File: src/rtl/fht_ram_loader_pkg.sv
// Shared definitions for the FHT RAM loader: default sample/address widths,
// frame length and the loader FSM state encoding.
package fht_pkg;

  localparam int D_BIT_DEF = 17;
  localparam int A_BIT_DEF = 8;
  localparam int N_DEF     = 4 * (2 ** A_BIT_DEF);

  typedef enum logic [1:0] {
    ST_IDLE = 2'd0,
    ST_LOAD = 2'd1,
    ST_DONE = 2'd2
  } state_e;

endpackage

File: src/rtl/fht_ram_loader_if.sv
// Sample-stream and four-bank RAM write bus of the FHT RAM loader.
// master: the side feeding samples and consuming RAM writes (testbench/system).
// slave : the loader itself.
interface fht_ram_loader_if #(
  parameter int D_BIT = 17,
  parameter int A_BIT = 8
);

  logic             iSTART;
  logic [D_BIT-1:0] iDATA;
  logic             iVALID;
  logic             oREADY;
  logic             oBUSY;
  logic             oDONE;
  logic [D_BIT-1:0] oDATA_0;
  logic [D_BIT-1:0] oDATA_1;
  logic [D_BIT-1:0] oDATA_2;
  logic [D_BIT-1:0] oDATA_3;
  logic [A_BIT-1:0] oADDR_WR_0;
  logic [A_BIT-1:0] oADDR_WR_1;
  logic [A_BIT-1:0] oADDR_WR_2;
  logic [A_BIT-1:0] oADDR_WR_3;
  logic             oWE_0;
  logic             oWE_1;
  logic             oWE_2;
  logic             oWE_3;

  modport master (
    output iSTART, iDATA, iVALID,
    input  oREADY, oBUSY, oDONE,
    input  oDATA_0, oDATA_1, oDATA_2, oDATA_3,
    input  oADDR_WR_0, oADDR_WR_1, oADDR_WR_2, oADDR_WR_3,
    input  oWE_0, oWE_1, oWE_2, oWE_3
  );

  modport slave (
    input  iSTART, iDATA, iVALID,
    output oREADY, oBUSY, oDONE,
    output oDATA_0, oDATA_1, oDATA_2, oDATA_3,
    output oADDR_WR_0, oADDR_WR_1, oADDR_WR_2, oADDR_WR_3,
    output oWE_0, oWE_1, oWE_2, oWE_3
  );

endinterface

File: src/rtl/fht_ram_loader_bitrev.sv
// Combinational index reorder for the FHT loader. With REV_EN set the output
// is the bit-reverse of the input over W bits; otherwise it passes through
// unchanged, so the loader keeps identical timing in both address modes.
module fht_bitrev #(
  parameter int W      = 10,
  parameter bit REV_EN = 1'b1
) (
  input  logic [W-1:0] in_i,
  output logic [W-1:0] out_o
);

  // Mirror bit i to position W-1-i when reversal is enabled.
  always_comb begin
    out_o = in_i;
    if (REV_EN) begin
      for (int i = 0; i < W; i++) begin
        out_o[i] = in_i[W-1-i];
      end
    end
  end

endmodule

File: src/rtl/fht_ram_loader.sv
// FHT RAM loader: accepts a frame of N = 4*2^A_BIT natural-order samples and
// scatters them over four RAM banks. Each accepted sample is written one cycle
// later to bank idx[1:0], address idx[A_BIT+1:2], where idx is the sample
// counter, bit-reversed when FHT_LOADER_BITREV_EN is defined and taken in
// natural order otherwise.
module fht_ram_loader
  import fht_pkg::*;
#(
  parameter int D_BIT = D_BIT_DEF,
  parameter int A_BIT = A_BIT_DEF
) (
  input logic            iCLK,
  input logic            iRESET,
  fht_ram_loader_if.slave bus
);

  localparam int NW = A_BIT + 2;
  localparam logic [NW-1:0] N_LAST = '1;  // index of the final sample, N-1

`ifdef FHT_LOADER_BITREV_EN
  localparam bit REV_EN = 1'b1;
`else
  localparam bit REV_EN = 1'b0;
`endif

  state_e           state_q;
  logic [NW-1:0]    n_q;
  logic             ready_q;
  logic             busy_q;
  logic             done_q;
  logic [3:0]       we_q;
  logic [D_BIT-1:0] data_q [4];
  logic [A_BIT-1:0] addr_q [4];

  logic [NW-1:0]    idx_d;
  logic [1:0]       bank_d;
  logic [A_BIT-1:0] addr_d;
  logic [3:0]       we_d;
  logic             accept_d;

  fht_bitrev #(
    .W      (NW),
    .REV_EN (REV_EN)
  ) u_bitrev (
    .in_i  (n_q),
    .out_o (idx_d)
  );

  assign bank_d   = idx_d[1:0];
  assign addr_d   = idx_d[NW-1:2];
  assign accept_d = bus.iVALID & ready_q;

  // One-hot write strobe for the bank addressed by the current sample.
  always_comb begin
    we_d         = '0;
    we_d[bank_d] = 1'b1;
  end

  // Loader FSM with registered handshake, status and RAM write outputs.
  always_ff @(posedge iCLK or negedge iRESET) begin
    if (!iRESET) begin
      state_q <= ST_IDLE;
      n_q     <= '0;
      ready_q <= 1'b0;
      busy_q  <= 1'b0;
      done_q  <= 1'b0;
      we_q    <= '0;
      for (int k = 0; k < 4; k++) begin
        data_q[k] <= '0;
        addr_q[k] <= '0;
      end
    end else begin
      we_q   <= '0;
      done_q <= 1'b0;
      case (state_q)
        ST_IDLE: begin
          if (bus.iSTART) begin
            state_q <= ST_LOAD;
            n_q     <= '0;
            ready_q <= 1'b1;
            busy_q  <= 1'b1;
          end
        end
        ST_LOAD: begin
          if (accept_d) begin
            we_q           <= we_d;
            data_q[bank_d] <= bus.iDATA;
            addr_q[bank_d] <= addr_d;
            n_q            <= n_q + NW'(1);
            if (n_q == N_LAST) begin
              // Last sample: its write and the done pulse share the next cycle.
              state_q <= ST_DONE;
              ready_q <= 1'b0;
              busy_q  <= 1'b0;
              done_q  <= 1'b1;
            end
          end
        end
        ST_DONE: begin
          state_q <= ST_IDLE;
        end
        default: begin
          state_q <= ST_IDLE;
          ready_q <= 1'b0;
          busy_q  <= 1'b0;
        end
      endcase
    end
  end

  assign bus.oREADY     = ready_q;
  assign bus.oBUSY      = busy_q;
  assign bus.oDONE      = done_q;
  assign bus.oWE_0      = we_q[0];
  assign bus.oWE_1      = we_q[1];
  assign bus.oWE_2      = we_q[2];
  assign bus.oWE_3      = we_q[3];
  assign bus.oDATA_0    = data_q[0];
  assign bus.oDATA_1    = data_q[1];
  assign bus.oDATA_2    = data_q[2];
  assign bus.oDATA_3    = data_q[3];
  assign bus.oADDR_WR_0 = addr_q[0];
  assign bus.oADDR_WR_1 = addr_q[1];
  assign bus.oADDR_WR_2 = addr_q[2];
  assign bus.oADDR_WR_3 = addr_q[3];

endmodule

File: src/flat_wrapper.sv
// flat-port wrapper written by rule: the top's interface ports become plain ports
module fht_ram_loader_flat import fht_pkg::*;
#(
  parameter int D_BIT = D_BIT_DEF,
  parameter int A_BIT = A_BIT_DEF
)
  (iCLK, iRESET, bus_iSTART, bus_iDATA, bus_iVALID, bus_oREADY, bus_oBUSY, bus_oDONE, bus_oDATA_0, bus_oDATA_1, bus_oDATA_2, bus_oDATA_3, bus_oADDR_WR_0, bus_oADDR_WR_1, bus_oADDR_WR_2, bus_oADDR_WR_3, bus_oWE_0, bus_oWE_1, bus_oWE_2, bus_oWE_3);
  fht_ram_loader_if #(.D_BIT(D_BIT), .A_BIT(A_BIT)) bus_i ();
  input logic iCLK;
  input logic iRESET;
  input wire logic [$bits(bus_i.iSTART)-1:0] bus_iSTART;
  input wire logic [$bits(bus_i.iDATA)-1:0] bus_iDATA;
  input wire logic [$bits(bus_i.iVALID)-1:0] bus_iVALID;
  output wire logic [$bits(bus_i.oREADY)-1:0] bus_oREADY;
  output wire logic [$bits(bus_i.oBUSY)-1:0] bus_oBUSY;
  output wire logic [$bits(bus_i.oDONE)-1:0] bus_oDONE;
  output wire logic [$bits(bus_i.oDATA_0)-1:0] bus_oDATA_0;
  output wire logic [$bits(bus_i.oDATA_1)-1:0] bus_oDATA_1;
  output wire logic [$bits(bus_i.oDATA_2)-1:0] bus_oDATA_2;
  output wire logic [$bits(bus_i.oDATA_3)-1:0] bus_oDATA_3;
  output wire logic [$bits(bus_i.oADDR_WR_0)-1:0] bus_oADDR_WR_0;
  output wire logic [$bits(bus_i.oADDR_WR_1)-1:0] bus_oADDR_WR_1;
  output wire logic [$bits(bus_i.oADDR_WR_2)-1:0] bus_oADDR_WR_2;
  output wire logic [$bits(bus_i.oADDR_WR_3)-1:0] bus_oADDR_WR_3;
  output wire logic [$bits(bus_i.oWE_0)-1:0] bus_oWE_0;
  output wire logic [$bits(bus_i.oWE_1)-1:0] bus_oWE_1;
  output wire logic [$bits(bus_i.oWE_2)-1:0] bus_oWE_2;
  output wire logic [$bits(bus_i.oWE_3)-1:0] bus_oWE_3;
  assign bus_i.iSTART = bus_iSTART;
  assign bus_i.iDATA = bus_iDATA;
  assign bus_i.iVALID = bus_iVALID;
  assign bus_oREADY = bus_i.oREADY;
  assign bus_oBUSY = bus_i.oBUSY;
  assign bus_oDONE = bus_i.oDONE;
  assign bus_oDATA_0 = bus_i.oDATA_0;
  assign bus_oDATA_1 = bus_i.oDATA_1;
  assign bus_oDATA_2 = bus_i.oDATA_2;
  assign bus_oDATA_3 = bus_i.oDATA_3;
  assign bus_oADDR_WR_0 = bus_i.oADDR_WR_0;
  assign bus_oADDR_WR_1 = bus_i.oADDR_WR_1;
  assign bus_oADDR_WR_2 = bus_i.oADDR_WR_2;
  assign bus_oADDR_WR_3 = bus_i.oADDR_WR_3;
  assign bus_oWE_0 = bus_i.oWE_0;
  assign bus_oWE_1 = bus_i.oWE_1;
  assign bus_oWE_2 = bus_i.oWE_2;
  assign bus_oWE_3 = bus_i.oWE_3;
  fht_ram_loader #(.D_BIT(D_BIT), .A_BIT(A_BIT)) u_core (.iCLK(iCLK), .iRESET(iRESET), .bus(bus_i));
endmodule
File: config.mk
export PLATFORM = sky130hd
export DESIGN_NAME = fht_ram_loader_flat
export DESIGN_NICKNAME = d
export VERILOG_FILES = /design/src/rtl/fht_ram_loader_pkg.sv /design/src/rtl/fht_ram_loader_if.sv /design/src/rtl/fht_ram_loader_bitrev.sv /design/src/rtl/fht_ram_loader.sv /design/src/flat_wrapper.sv
export SDC_FILE = /design/constraint.sdc
export NUM_CORES = 1
export LEC_CHECK = 0
export BUFFER_PORTS_ARGS = -buffer_cell sky130_fd_sc_hd__buf_2
export CORE_AREA = 2 2 132 134
export CTS_CLUSTER_SIZE = 28
export DETAILED_ROUTE_END_ITERATION = 7
export DIE_AREA = 0 0 134 136
export MAX_ROUTING_LAYER = met4
export SLEW_MARGIN = 15
export SYNTH_ARGS = -nofsm -noshare
export SYNTH_HDL_FRONTEND = slang
export SYNTH_SLANG_ARGS = --single-unit
File: constraint.sdc
create_clock -name iCLK -period 2.3 [get_ports iCLK]
set_clock_uncertainty 0.2 [all_clocks]
set_input_delay 0.345 -clock iCLK [delete_from_list [all_inputs] [get_ports iCLK]]
set_output_delay 0.345 -clock iCLK [all_outputs]
set_load 0.02 [all_outputs]
# Word level (Yosys, flattened, before mapping)
# Cells that the tools add are included.
[word_totals]
regBits = 118
latch_bits = 0
ramBits = 0
mem_bits_ro = 0
inputBits = 21
out_inout_bits = 107
word_cells = 59
n_memories = 0
[classes]
n_addsub = 1
multipliers = 0
n_div = 0
magnitude_cmp = 4
n_eq_ne = 6
n_shift = 0
mux = 24
bitwise = 3
reduce_logical = 8
[ops]
columns = ["cell", "n"]
rows = [
  ["68-bit bitwise mux", 1],
  ["17-bit demux with 2-bit select", 1],
  ["32-bit bitwise mux", 1],
  ["10-bit two-way mux", 2],
  ["10-bit one-hot mux with 2 select lines", 1],
  ["17-bit two-way mux", 1],
  ["8-bit demux with 2-bit select", 1],
  ["10-bit by 1-bit adder with 10-bit output, second input constant", 1],
  ["10-bit equality test, second input constant", 1],
  ["4-bit two-way mux", 2],
  ["8-bit two-way mux", 1],
  ["1-bit two-way mux", 7],
  ["2-bit two-way mux", 3],
  ["3-bit AND reduction", 2],
  ["2-bit by 1-bit != test with 1-bit output, second input constant", 2],
  ["2-bit one-hot mux with 2 select lines", 1],
  ["4-bit AND reduction", 1],
  ["3-bit >= comparator, second input constant", 1],
  ["2-bit by 3-bit < comparator with 1-bit output, second input constant", 1],
  ["3-bit by 1-bit < comparator with 1-bit output, second input constant", 1],
  ["2-bit inverter with 3-bit output", 1],
  ["1-bit one-hot mux with 3 select lines", 1],
  ["1-bit demux with 2-bit select", 1],
  ["2-bit by 1-bit equality test with 1-bit output, second input constant", 1],
  ["other kinds (9)", 10],
]

# Depth between registers and ports, before layout
# Gate-level depths: netlist of run 1.
[logic_depth]
word_depth = 6
depth_mapped = 5
ltp_nobuf = 5

# Hierarchy
# Synthesis of run 1 repeated with hierarchy kept, for this count alone.
[unflattened]
hier_cells = 299
area_unflattened_um2 = 4657.0
[by_module_without_submodules]
columns = ["mod", "n_inst", "cells_each", "area_per_inst_um2", "seq_area_each_um2"]
rows = [
  ["fht_ram_loader", 1, 289, 4581.9, 2952.8],
  ["fht_bitrev", 1, 10, 75.1, 0.0],
]

# Least setup slack after synthesis of run 1
# OpenSTA, ideal clock, no wires.
[synth_timing]
path_kind = "reg2reg"
start = "reg u_core.ready_q (netlist: u_core.bus.oREADY)"
end = "reg u_core.addr_q (netlist bit u_core.bus.oADDR_WR_0[4])"
setup_ns = 0.125
arrival_time_ns = 1.448
required_ns = 1.975
slack_ns = 0.526
stages_incl_launch_ff = 6
n_path_buf = 2
period_less_slack_ns = 1.774
cell_sequence = "dfrtp_1 and4b_1 buf_4 nand2_4 buf_6 mux2_4"
[synth_between]
elab_chain_cells = 2
[synth_rtl]
columns = ["element", "line_no", "source"]
rows = [
  ["start, declared", "fht_ram_loader.sv:28", "logic ready_q;"],
  ["start signal, assigned", "fht_ram_loader.sv:64", "ready_q <= 1'b0;"],
  ["start signal, assigned", "fht_ram_loader.sv:80", "ready_q <= 1'b1;"],
  ["start signal, assigned", "fht_ram_loader.sv:93", "ready_q <= 1'b0;"],
  ["1-bit AND", "fht_ram_loader.sv:51", "assign accept_d = bus.iVALID & ready_q;"],
  ["2-bit AND reduction (no source line)", "n/a", ""],
  ["end signal, assigned by index", "fht_ram_loader.sv:88", "addr_q[bank_d] <= addr_d;"],
  ["end, declared", "fht_ram_loader.sv:33", "logic [A_BIT-1:0] addr_q [4];"],
]
# No other way between the ends.
# A chain may end at the register's enable or synchronous reset.

# Worst setup path after layout of run 1
[layout_timing]
start = "reg u_core.state_q[1]"
end = "reg u_core.data_q (netlist bit u_core.bus.oDATA_1[12])"
[layout_between]
elab_chain_cells = 2
[layout_rtl]
columns = ["element", "line_no", "source"]
rows = [
  ["start, declared", "fht_ram_loader.sv:26", "state_e state_q;"],
  ["start signal, assigned", "fht_ram_loader.sv:62", "state_q <= ST_IDLE;"],
  ["start signal, assigned", "fht_ram_loader.sv:78", "state_q <= ST_LOAD;"],
  ["start signal, assigned", "fht_ram_loader.sv:92", "state_q <= ST_DONE;"],
  ["2-bit by 1-bit equality test with 1-bit output", "fht_ram_loader.sv:75", "case (state_q)"],
  ["2-bit AND reduction (no source line)", "n/a", ""],
  ["end signal, assigned by index", "fht_ram_loader.sv:87", "data_q[bank_d] <= bus.iDATA;"],
  ["end, declared", "fht_ram_loader.sv:32", "logic [D_BIT-1:0] data_q [4];"],
]
# No other way between the ends.

==> results by group, run 1 <==
Status
  – Outcome: completed

Setup path
  – Crit Path Class: reg2reg
  – CP max stage delay: 440 ps
  – CP bufs+invs: 2
  – Data arrival time of the worst path: 2050 ps
  – Worst r2r src: u_core.state_q[1]
  – Critical Path End Type: flop
  – CP Launch Type: flop
  – Crit Reg-Reg Endpoint: u_core.bus.oDATA_1[12]
  – CP Max Fanout: 16
  – R2R setup slack: 350 ps
  – R2R depth: 5
  – Required @ worst endpoint: 2400 ps
  – CP Cell Sequence: and4b_1, buf_4, nand2_4, buf_12, mux2_4
  – Top delay family on crit path: simple AND/OR/NAND/NOR gates
  – Slowest CP cell: dfrtp_1
  – CP Depth: 5

CTS
  – Clk buf depth: 2
  – Post_cts resized: 0
  – Later-pin clock latency in the skew report: 410 ps
  – CTS tree: done
  – Clock slew at reported path FFs: 60 ps
  – TritonCTS buffer count: 17
  – Clock root cell: clkbuf_16
  – Clock sinks: 118
  – Htree depth: 4

Synth
  – Top FF cell, synth: dfrtp_1
  – Mean post-synth cell area: 16.2 um2
  – Synth warnings: 0
  – Cell count after synthesis: 305
  – Top cells by area, synth: dfrtp_1 60%, mux2_4 22%, mux2_2 5.5%, buf_6 1.8%, ha_1 1.0%
  – Mux contribution to synthesized area: ~28%
  – Largest family of logic cells by synthesized area: multiplexers
  – Seq/Total Area, Yosys: 59.7%
  – Most common cell in the netlist: dfrtp_1
  – Synth Area in Simple Gates: approximately 4.6%
  – Post-synthesis adder-cell area fraction: 1.01%
  – Post-synthesis register bit count: 118
  – Number of flops mapped to enable cells by yosys: 0
  – Synth Area in XOR/XNOR: 0%
  – Synth Cell Area: 4940 um2
  – Netlist cell types: 31
  – Most frequent cells after synthesis: 118 x dfrtp_1, 74 x mux2_4, 24 x mux2_2, 11 x inv_1
  – Compound-cell area share of the yosys netlist: 2.81%
  – Largest area contributor in the netlist: dfrtp_1
  – Syn_nets: 330
  – Yosys top cell area share: ~60%
  – Ys async rst share: 100%

Global route
  – Tot GR Track Use: 14.1%
  – Largest net degree at the start of global routing: 40
  – First-pass GRT wire length: 18500 um
  – Number of global-route vias before repair: 3273
  – Total grt overflow: 0
  – Initial antenna violation count: 0

Layout
  – Filler cells: 1597
  – Area Overhead vs Synth: 32.8%
  – NumNets Final: 481
  – Utilization after layout: 38.9%
  – N_diodes: 0
  – Layout cells sized above 1: 58.4%

Worst hold path
  – Worst hold endpoint: u_core.bus.oDATA_2[5]
  – Hold Path Stages: 2
  – Hold Startpoint: bus_iDATA[5]
  – Hold Crit Class: in2reg

Die
  – Die ar.: 18200 um2
  – Core area: about 17000 um2
  – # rows: 48
  – Die Ht: approximately 140 um
  – Initial core utilization: 29.3%
  – IO Count: 128
  – Die W: 134 um

Placement
  – Number of I/O port buffers: 127
  – GPL Wtd Cong: 0.754
  – HPWL after detailed placement: 8300 um

Route
  – Initial drt markers: roughly 130
  – Routed WL per cell: 17.0 um
  – Antenna-violating nets left: 0
  – TritonRoute pass-1 iters: 4
  – Final WL: 11800 um
  – Post-route DRC: 0
  – Via-per-instance ratio: 4.42
  – DR vias: 3065

Power and ir drop
  – Pwr dens: around 1400 nW/um2
  – Worst VDD drop: around 0.62 mV
  – Pleak: 3.43 nW
  – Tot Pwr: 9.48 mW

STA
  – Final setup TNS: 0 ps
  – Max frequency: between 500 and 600 MHz
  – Tmin final: between 1500 and 2000 ps
  – RSZ-0062 raised after global routing: false
  – Hold_ws: approximately 24 ps
  – Final Hold Viols: 0
  – Worst-Margin Slew: approximately 550 ps
  – Relative slew slack: between 60 and 70%
  – Tcrit/Tclk final: 84.9%
  – Final Max Tran Viols: 0
  – Final setup viols: 0

Run
  – Max Cap Violations: 0
power breakdown:
group	switching [mW]	internal [mW]	total [mW]
clock	1.04	1.62	2.66
sequential	0.563	2.87	3.43
combinational	1.79	1.60	3.39
layout by cell type (no fill, tap or decap), drive strengths merged, types with 7 or more instances in the layout:
cell	netlist	layout
buf	12	140
dfrtp	118	118
mux2	98	98
clkbuf	4	17
inv	11	17
o21ai	8	8
dlygate4sd3	0	8
nand2	8	8
a21oi	7	7
worst register-to-register path: stages (launching register included):
cell and delay (ps):
dfrtp_1 440, and4b_1 270, buf_4 190, nand2_4 210
buf_12 230, mux2_4 300
worst max-delay path by stage:
| stage | to | from |
|---|---|---|
| 2_1_floorplan | u_core.bus.oADDR_WR_0[4] | u_core.bus.oREADY |
| 3_3_place_gp | u_core.n_q[6] | u_core.n_q[0] |
| 3_5_place_dp | u_core.bus.oADDR_WR_1[3] | u_core.state_q[1] |
| 4_1_cts | u_core.bus.oDATA_1[12] | u_core.state_q[1] |
| 5_1_grt | u_core.n_q[8] | u_core.n_q[0] |
| 6_report | u_core.bus.oDATA_1[12] | u_core.state_q[1] |
metal layers:
layer	GRT usage [%]	wire, um
met1	17.5	5380
met2	21.6	5660
met3	4.06	550
met4	5.91	204
met5	-	0
layout make-up:
class                           count  area (um2)  area share, %
Clock buffer                       17         425           6.48
Clock inverter                     15         170           2.59
Inverter                           11        41.3          0.629
Multi-Input combinational cell    160        1820           27.7
Sequential cell                   118        2950           45.0
Tap cell                          225         282           4.29
Timing Repair Buffer              148         878           13.4
stage by stage:
stage	setup slack, ps	area [um2]	instances
after global routing	204	6570	694
after floorplan	526	4940	305
after CTS	338	6570	694
after global placement	371	5890	654
after detailed placement	336	5890	654
final	346	6570	694
flip-flops by register name (all words and copies together), names as in the netlist:
signal,flops
u_core.bus.oADDR_WR_1,8
u_core.bus.oDATA_2,17
u_core.bus.oADDR_WR_3,8
u_core.bus.oREADY,1
u_core.bus.oDATA_3,17
u_core.state_q,2
u_core.bus.oDONE,1
u_core.bus.oADDR_WR_2,8
u_core.n_q,10
u_core.bus.oDATA_1,17
u_core.bus.oADDR_WR_0,8
u_core.bus.oDATA_0,17
u_core.we_q,4
timing repair:
item / in CTS / in global routing
buffers inserted: 0 / 0
endpoints found under the hold margin: 58 / 0
hold buffers: 8 / 0
cell families (layout without fill, tap and decap cells):
kind of cell,after synthesis,in the layout
flip-flops,118,118
AND/OR/NAND/NOR,33,33
buffers and inverters,27,191
adder cells (fa/ha/maj),4,4
multiplexers,100,100
AO/OA/AOI/OAI,23,23
Power figures use the tool's default switching activity.
==> run 2, diff against run 1 <==
Clock period 2.3 ns to 1.72 ns, I/O delays scaled along.
==> run 2 against run 1 <==
Net effect:
- sequential share of layout area shrank 3.9 points
- the run now ends with setup timing left
- largest cell class unchanged
- worst setup slack got worse by 360 ps
- combinational power increased by 47%
==> results by group, run 2 (same netlist as run 1, synthesis figures left out) <==
Layout
  – N_diodes: 0 (unchanged)
  – Non-filler instance count after layout: 737 (was 694)
  – Area Overhead vs Synth: 45.4% (was 32.8%)
  – Commonest non-fill, non-tap cell in the layout: buf_2 (unchanged)
  – NumNets Final: 524 (was 481)
  – Layout cells sized above 1: 62.1% (was 58.4%)
  – Most frequent cells in the layout: 126 x buf_2, 117 x dfrtp_1, 74 x mux2_4 (was 126 x buf_2, 118 x dfrtp_1, 74 x mux2_4)
  – Multi-input logic area: 1900 um2 (was 1820 um2)
  – Filler cells: 1532 (was 1597)
  – FF+latch area: 2950 um2 (about the same)
  – Post-route cell area: 7190 um2 (was 6570 um2)

Setup path
  – Data arrival time of the worst path: 1830 ps (was 2050 ps)
  – Top delay family on crit path: simple AND/OR/NAND/NOR gates (unchanged)
  – R2R depth: 5 (unchanged)
  – CP max stage delay: 390 ps (was 440 ps)
  – CP Cell Sequence: and4b_1, buf_12, nand2_8, clkbuf_16, mux2_4 (was and4b_1, buf_4, nand2_4, buf_12, mux2_4)
  – CP bufs+invs: 2 (unchanged)
  – CP Max Fanout: 6 (was 16)
  – Worst r2r src: u_core.state_q[1] (unchanged)
  – Slowest CP cell: dfrtp_1 (unchanged)
  – Critical Path End Type: flop (unchanged)
  – Crit Path Class: reg2reg (unchanged)
  – CP Launch Type: flop (unchanged)
  – Required @ worst endpoint: 1810 ps (was 2400 ps)
  – R2R setup slack: -10 ps (was 350 ps)
  – Crit Reg-Reg Endpoint: u_core.bus.oDATA_2[8] (was u_core.bus.oDATA_1[12])

STA
  – Final Max Tran Viols: 0 (unchanged)
  – Final Hold Viols: 0 (unchanged)
  – Final setup TNS: -107 ps (was 0 ps)
  – Max frequency: 577 MHz (was 512 MHz)
  – Final setup viols: 20 (was 0)
  – Tcrit/Tclk final: 101% (was 84.9%)
  – Tmin final: 1730 ps (was 1950 ps)
  – RSZ-0062 raised after global routing: true (was false)
  – Worst-Margin Slew: 369 ps (was 548 ps)
  – Relative slew slack: 75.4% (was 63.5%)
  – PnR worst setup slack: -12.5 ps (was 346 ps)

CTS
  – Clock slew at reported path FFs: 60 ps (about the same)
  – Htree depth: 4 (unchanged)
  – CTS tree: done (unchanged)
  – TritonCTS buffer count: 17 (unchanged)
  – Clock sinks: 118 (unchanged)
  – Clk buf depth: 2 (unchanged)
  – Later-pin clock latency in the skew report: 410 ps (about the same)
  – Clock root cell: clkbuf_16 (unchanged)

Route
  – Via-per-instance ratio: 4.40 (was 4.42)
  – Final WL: 12500 um (was 11800 um)
  – Routed WL per cell: 16.9 um (was 17.0 um)
  – Post-route DRC: 0 (unchanged)
  – TritonRoute pass-1 iters: 6 (was 4)
  – Initial drt markers: 110 (was 126)
  – DR vias: 3242 (was 3065)
  – Antenna-violating nets left: 0 (unchanged)

Die
  – Core area: 16900 um2 (unchanged)
  – Initial core utilization: 29.3% (unchanged)
  – # rows: 48 (unchanged)
  – Die ar.: 18200 um2 (unchanged)
  – Die Ht: 136 um (unchanged)
  – IO Count: 128 (unchanged)
  – Die W: 134 um (unchanged)

Placement
  – HPWL after detailed placement: 8440 um (was 8300 um)
  – Number of I/O port buffers: 127 (unchanged)
  – Cell Area, Placed: 6140 um2 (was 5890 um2)
  – Placed insts: 677 (was 654)
  – GPL Wtd Cong: 0.802 (was 0.754)

Power and ir drop
  – Pwr dens: 1860 nW/um2 (was 1440 nW/um2)
  – Worst VDD drop: 0.824 mV (was 0.619 mV)
  – Pleak: 3.74 nW (was 3.43 nW)

Global route
  – Initial antenna violation count: 0 (unchanged)
  – First-pass GRT wire length: 18900 um (was 18500 um)
  – Number of global-route vias before repair: 3332 (was 3273)
  – Largest net degree at the start of global routing: 46 (was 40)
  – Tot GR Track Use: 14.2% (was 14.1%)
  – Total grt overflow: 0 (unchanged)

Status
  – Failing checks: setup timing
  – Outcome: finished, violations left (was completed)

Worst hold path
  – Hold Crit Class: in2async (was in2reg)

Run
  – Max Cap Violations: 0 (unchanged)
==> run 2: cell count changes in the layout (fill, tap and decap cells not counted), moves of 4 or more <==
cell           previous run  this run
buf_4                     9        29
dlygate4sd3_1             8        19
buf_12                    5        11
inv_6                     5         0
clkinv_2                  0         4
clkinvlp_4                5         1
==> run 2: final cells by class <==
type | instances | area share, %
sequential | 118 | 41.1
multi-input combinational | 160 | 26.4
timing repair buffer | 191 | 19.0
clock buffer | 19 | 6.16
tap | 225 | 3.92
clock inverter | 13 | 2.84
inverter | 11 | 0.574
==> run 2: worst max-delay path by stage <==
stage / startpoint / end / cells past startpoint
finish: u_core.state_q[1] / u_core.bus.oDATA_2[8] / 5
floorplan: u_core.bus.oREADY / u_core.bus.oADDR_WR_0[4] / 5
global route: u_core.n_q[4] / u_core.state_q[0] / 4
detailed placement: u_core.state_q[1] / u_core.n_q[9] / 5
CTS: u_core.state_q[1] / u_core.n_q[7] / 4
global placement: u_core.state_q[1] / u_core.n_q[8] / 5
==> run 2: timing repair <==
item / in CTS / in global routing
buffers inserted: 0 / 6
resized for setup: 3 / 16
endpoints found under the setup margin: 7 / 98
hold endpoints to repair: 187 / 0
pin swaps: 1 / 4
hold buffers: 19 / 0
gates cloned: 0 / 3
==> run 2: metrics by stage <==
| step | util, % | power (mW) | worst slack (ps) | hold WS (ps) |
|---|---|---|---|---|
| floorplan | - | 7.59 | -8.66 | -238 |
| global placement | 36.4 | 9.26 | 32.8 | -4.93 |
| detailed placement | 36.4 | 9.37 | -37.5 | 7.13 |
| CTS | 41.4 | 13.3 | 0.709 | 116 |
| global route | 42.6 | 14.0 | -53.0 | 153 |
| finish | 42.6 | 13.3 | -12.5 | 107 |
==> run 2: routing by layer <==
layer  vias to the layer above  track usage [%]  wire length [um]
met3                        20             4.44               583
li1                       1481                -                 -
met5                         -                -                 0
met2                        90             22.3              6060
met4                         0             4.79               226
met1                      1651             17.4              5590
==> run 2: power by group <==
part / internal (mW) / total [mW] / switching [mW]
Clock: 2.60 / 3.86 / 1.26
Sequential: 3.84 / 4.50 / 0.658
Combinational: 2.42 / 4.98 / 2.56
Total: 8.86 / 13.3 / 4.48
==> run 3, diff against run 2 <==
Clock period 1.72 ns to 1.6 ns, I/O delays scaled along.
==> run 3 against run 2 <==
Net effect:
- the run still ends with setup timing left
- worst setup slack got worse by 180 ps
- combinational power is 10% higher
- first-iteration DRC count is 18% lower
- hold slack better by 72 ps
- critical path depth down 1
- flip-flop and latch count did not move
- cell count grew 1.9%
- via count increased by 1.9%
- sequential share of layout area is 1.2 points lower
- clock-buffer cell count rose by 5
- non-clock buffer count is 11 higher
- clock power shrank 3%
- largest power group unchanged
==> results by group, run 3 (same netlist as run 1, synthesis figures left out) <==
Die
  – Initial core utilization: 29.3% (unchanged)
  – IO Count: 128 (unchanged)
  – Core area: 16900 um2 (unchanged)
  – # rows: 48 (unchanged)
  – Die ar.: 18200 um2 (unchanged)
  – Die W: 134 um (unchanged)
  – Die Ht: 136 um (unchanged)

STA
  – Tcrit/Tclk final: 112% (was 101%)
  – Final Hold Viols: 0 (unchanged)
  – Final Max Tran Viols: 0 (unchanged)
  – Worst-Margin Slew: 322 ps (was 369 ps)
  – RSZ-0062 raised after global routing: true (unchanged)
  – Final setup viols: 107 (was 20)
  – Max frequency: 559 MHz (was 577 MHz)
  – Final setup TNS: -14360 ps (was -107 ps)
  – Relative slew slack: 78.4% (was 75.4%)
  – Hold_ws: 179 ps (was 107 ps)
  – PnR worst setup slack: -189 ps (was -12.5 ps)
  – Tmin final: 1790 ps (was 1730 ps)

Run
  – Max Cap Violations: 0 (unchanged)

Route
  – Routed WL per cell: 16.8 um (was 16.9 um)
  – Via-per-instance ratio: 4.40 (about the same)
  – TritonRoute pass-1 iters: 5 (was 6)
  – Final WL: 12600 um (was 12500 um)
  – DR vias: 3302 (was 3242)
  – Initial drt markers: 90 (was 110)
  – Post-route DRC: 0 (unchanged)
  – Antenna-violating nets left: 0 (unchanged)

Global route
  – Total grt overflow: 0 (unchanged)
  – Initial antenna violation count: 0 (unchanged)
  – Number of global-route vias before repair: 3482 (was 3332)
  – First-pass GRT wire length: 19100 um (was 18900 um)
  – Tot GR Track Use: 14.2% (about the same)
  – Largest net degree at the start of global routing: 63 (was 46)

CTS
  – Htree depth: 4 (unchanged)
  – CTS tree: done (unchanged)
  – Later-pin clock latency in the skew report: 410 ps (about the same)
  – TritonCTS buffer count: 17 (unchanged)
  – Clk buf depth: 2 (unchanged)
  – Clock slew at reported path FFs: 60 ps (about the same)
  – Clock root cell: clkbuf_16 (unchanged)
  – Clock sinks: 118 (unchanged)

Placement
  – GPL Wtd Cong: 0.790 (was 0.802)
  – Cell Area, Placed: 6200 um2 (was 6140 um2)
  – HPWL after detailed placement: 8080 um (was 8440 um)
  – Number of I/O port buffers: 127 (unchanged)
  – Pre-CTS setup slack: -253 ps (was -37.5 ps)

Setup path
  – R2R depth: 4 (was 5)
  – CP bufs+invs: 1 (was 2)
  – Critical Path End Type: flop (unchanged)
  – Crit Path Class: reg2reg (unchanged)
  – Top delay family on crit path: simple AND/OR/NAND/NOR gates (unchanged)
  – CP Depth: 4 (was 5)
  – Required @ worst endpoint: 1740 ps (was 1810 ps)
  – Data arrival time of the worst path: 1930 ps (was 1830 ps)
  – CP Max Fanout: 4 (was 6)
  – CP Launch Type: flop (unchanged)
  – CP Cell Sequence: nand4b_1, buf_4, or4_4, a21oi_2 (was and4b_1, buf_12, nand2_8, clkbuf_16, mux2_4)
  – CP max stage delay: 480 ps (was 390 ps)
  – Slowest CP cell: or4_4 (was dfrtp_1)

Layout
  – Utilization after layout: 44.0% (was 42.6%)
  – Layout cells sized above 1: 65.0% (was 62.1%)
  – Area Overhead vs Synth: 50.0% (was 45.4%)
  – NumNets Final: 538 (was 524)
  – Post-route cell area: 7420 um2 (was 7190 um2)
  – N_diodes: 0 (unchanged)
  – Commonest non-fill, non-tap cell in the layout: buf_2 (unchanged)
  – Filler cells: 1526 (was 1532)
  – Most frequent cells in the layout: 125 x buf_2, 115 x dfrtp_1, 74 x mux2_4 (was 126 x buf_2, 117 x dfrtp_1, 74 x mux2_4)

Status
  – Failing checks: setup timing (unchanged)
  – Outcome: finished, violations left (unchanged)

Power and ir drop
  – Worst VDD drop: 0.855 mV (was 0.824 mV)
  – Pwr dens: 1910 nW/um2 (was 1860 nW/um2)
  – Pleak: 3.79 nW (was 3.74 nW)

Worst hold path
  – Hold Crit Class: in2async (unchanged)
## run 3: changes by cell type in the layout (fill, tap and decap cells not counted), moves of 3 or more
cell       change
buf_4          +8
nand2_8        +5
clkbuf_8       +3
o21ai_2        +3
buf_6          +3
nor4_1         -3
bufinv_16      -3
o21ai_0        -4
## run 3: stage by stage
| stage | cells | total power [mW] |
|---|---|---|
| after floorplan | 305 | 8.24 |
| after global placement | 680 | 10.0 |
| after detailed placement | 680 | 10.1 |
| after CTS | 741 | 14.1 |
| after global routing | 751 | 14.9 |
| final | 751 | 14.1 |
## run 3: cell type report
cell class / count / area, um2 / area share, %
clock inverters: 8 / 96.3 / 1.30
flip-flops and latches: 118 / 2960 / 39.9
well taps: 225 / 282 / 3.79
repair buffers: 202 / 1470 / 19.8
clock buffers: 24 / 492 / 6.63
multi-input cells: 163 / 2080 / 28.0
inverters: 11 / 41.3 / 0.557
## run 3: worst paths after layout
path                            slack [ps]                     to                  start
worst max-delay path                  -190          u_core.n_q[5]      u_core.state_q[1]
worst min-delay path                   180  u_core.bus.oDATA_0[2]                 iRESET
worst max register to register        -190          u_core.n_q[5]      u_core.state_q[1]
worst min register to register         300  u_core.bus.oDATA_3[3]  u_core.bus.oDATA_3[3]
max in group asynchronous              720          u_core.n_q[4]                 iRESET
min in group iCLK                      260      u_core.bus.oREADY             bus_iVALID
## run 3: worst min-delay path, cell delays in order
cell	delay, ps
dlygate4sd3_1	520
buf_4	130
buf_12	270
## run 3: report_power, final
part / total [mW] / internal, mW / switching, mW
registers: 4.88 / 4.13 / 0.745
logic: 5.50 / 2.69 / 2.81
clock network: 3.76 / 2.45 / 1.31
## run 3: timing repair
| action | in CTS | in global routing |
|---|---|---|
| pin swaps | 11 | 8 |
| cloned | 2 | 3 |
| endpoints found under the setup margin | 109 | 114 |
| resized for setup | 13 | 30 |
| endpoints found under the hold margin | 187 | 0 |
| hold buffers | 19 | 0 |
| buffers inserted | 8 | 8 |
## run 3: layer usage
layer  up-vias  part of all wire [%]  track usage (%)
li1       1517                     -                -
met2        95                    48             21.9
met3         7                   4.6             3.91
met1      1683                    47             17.9
met4         0                  0.62             5.44
met5         -                     0                -
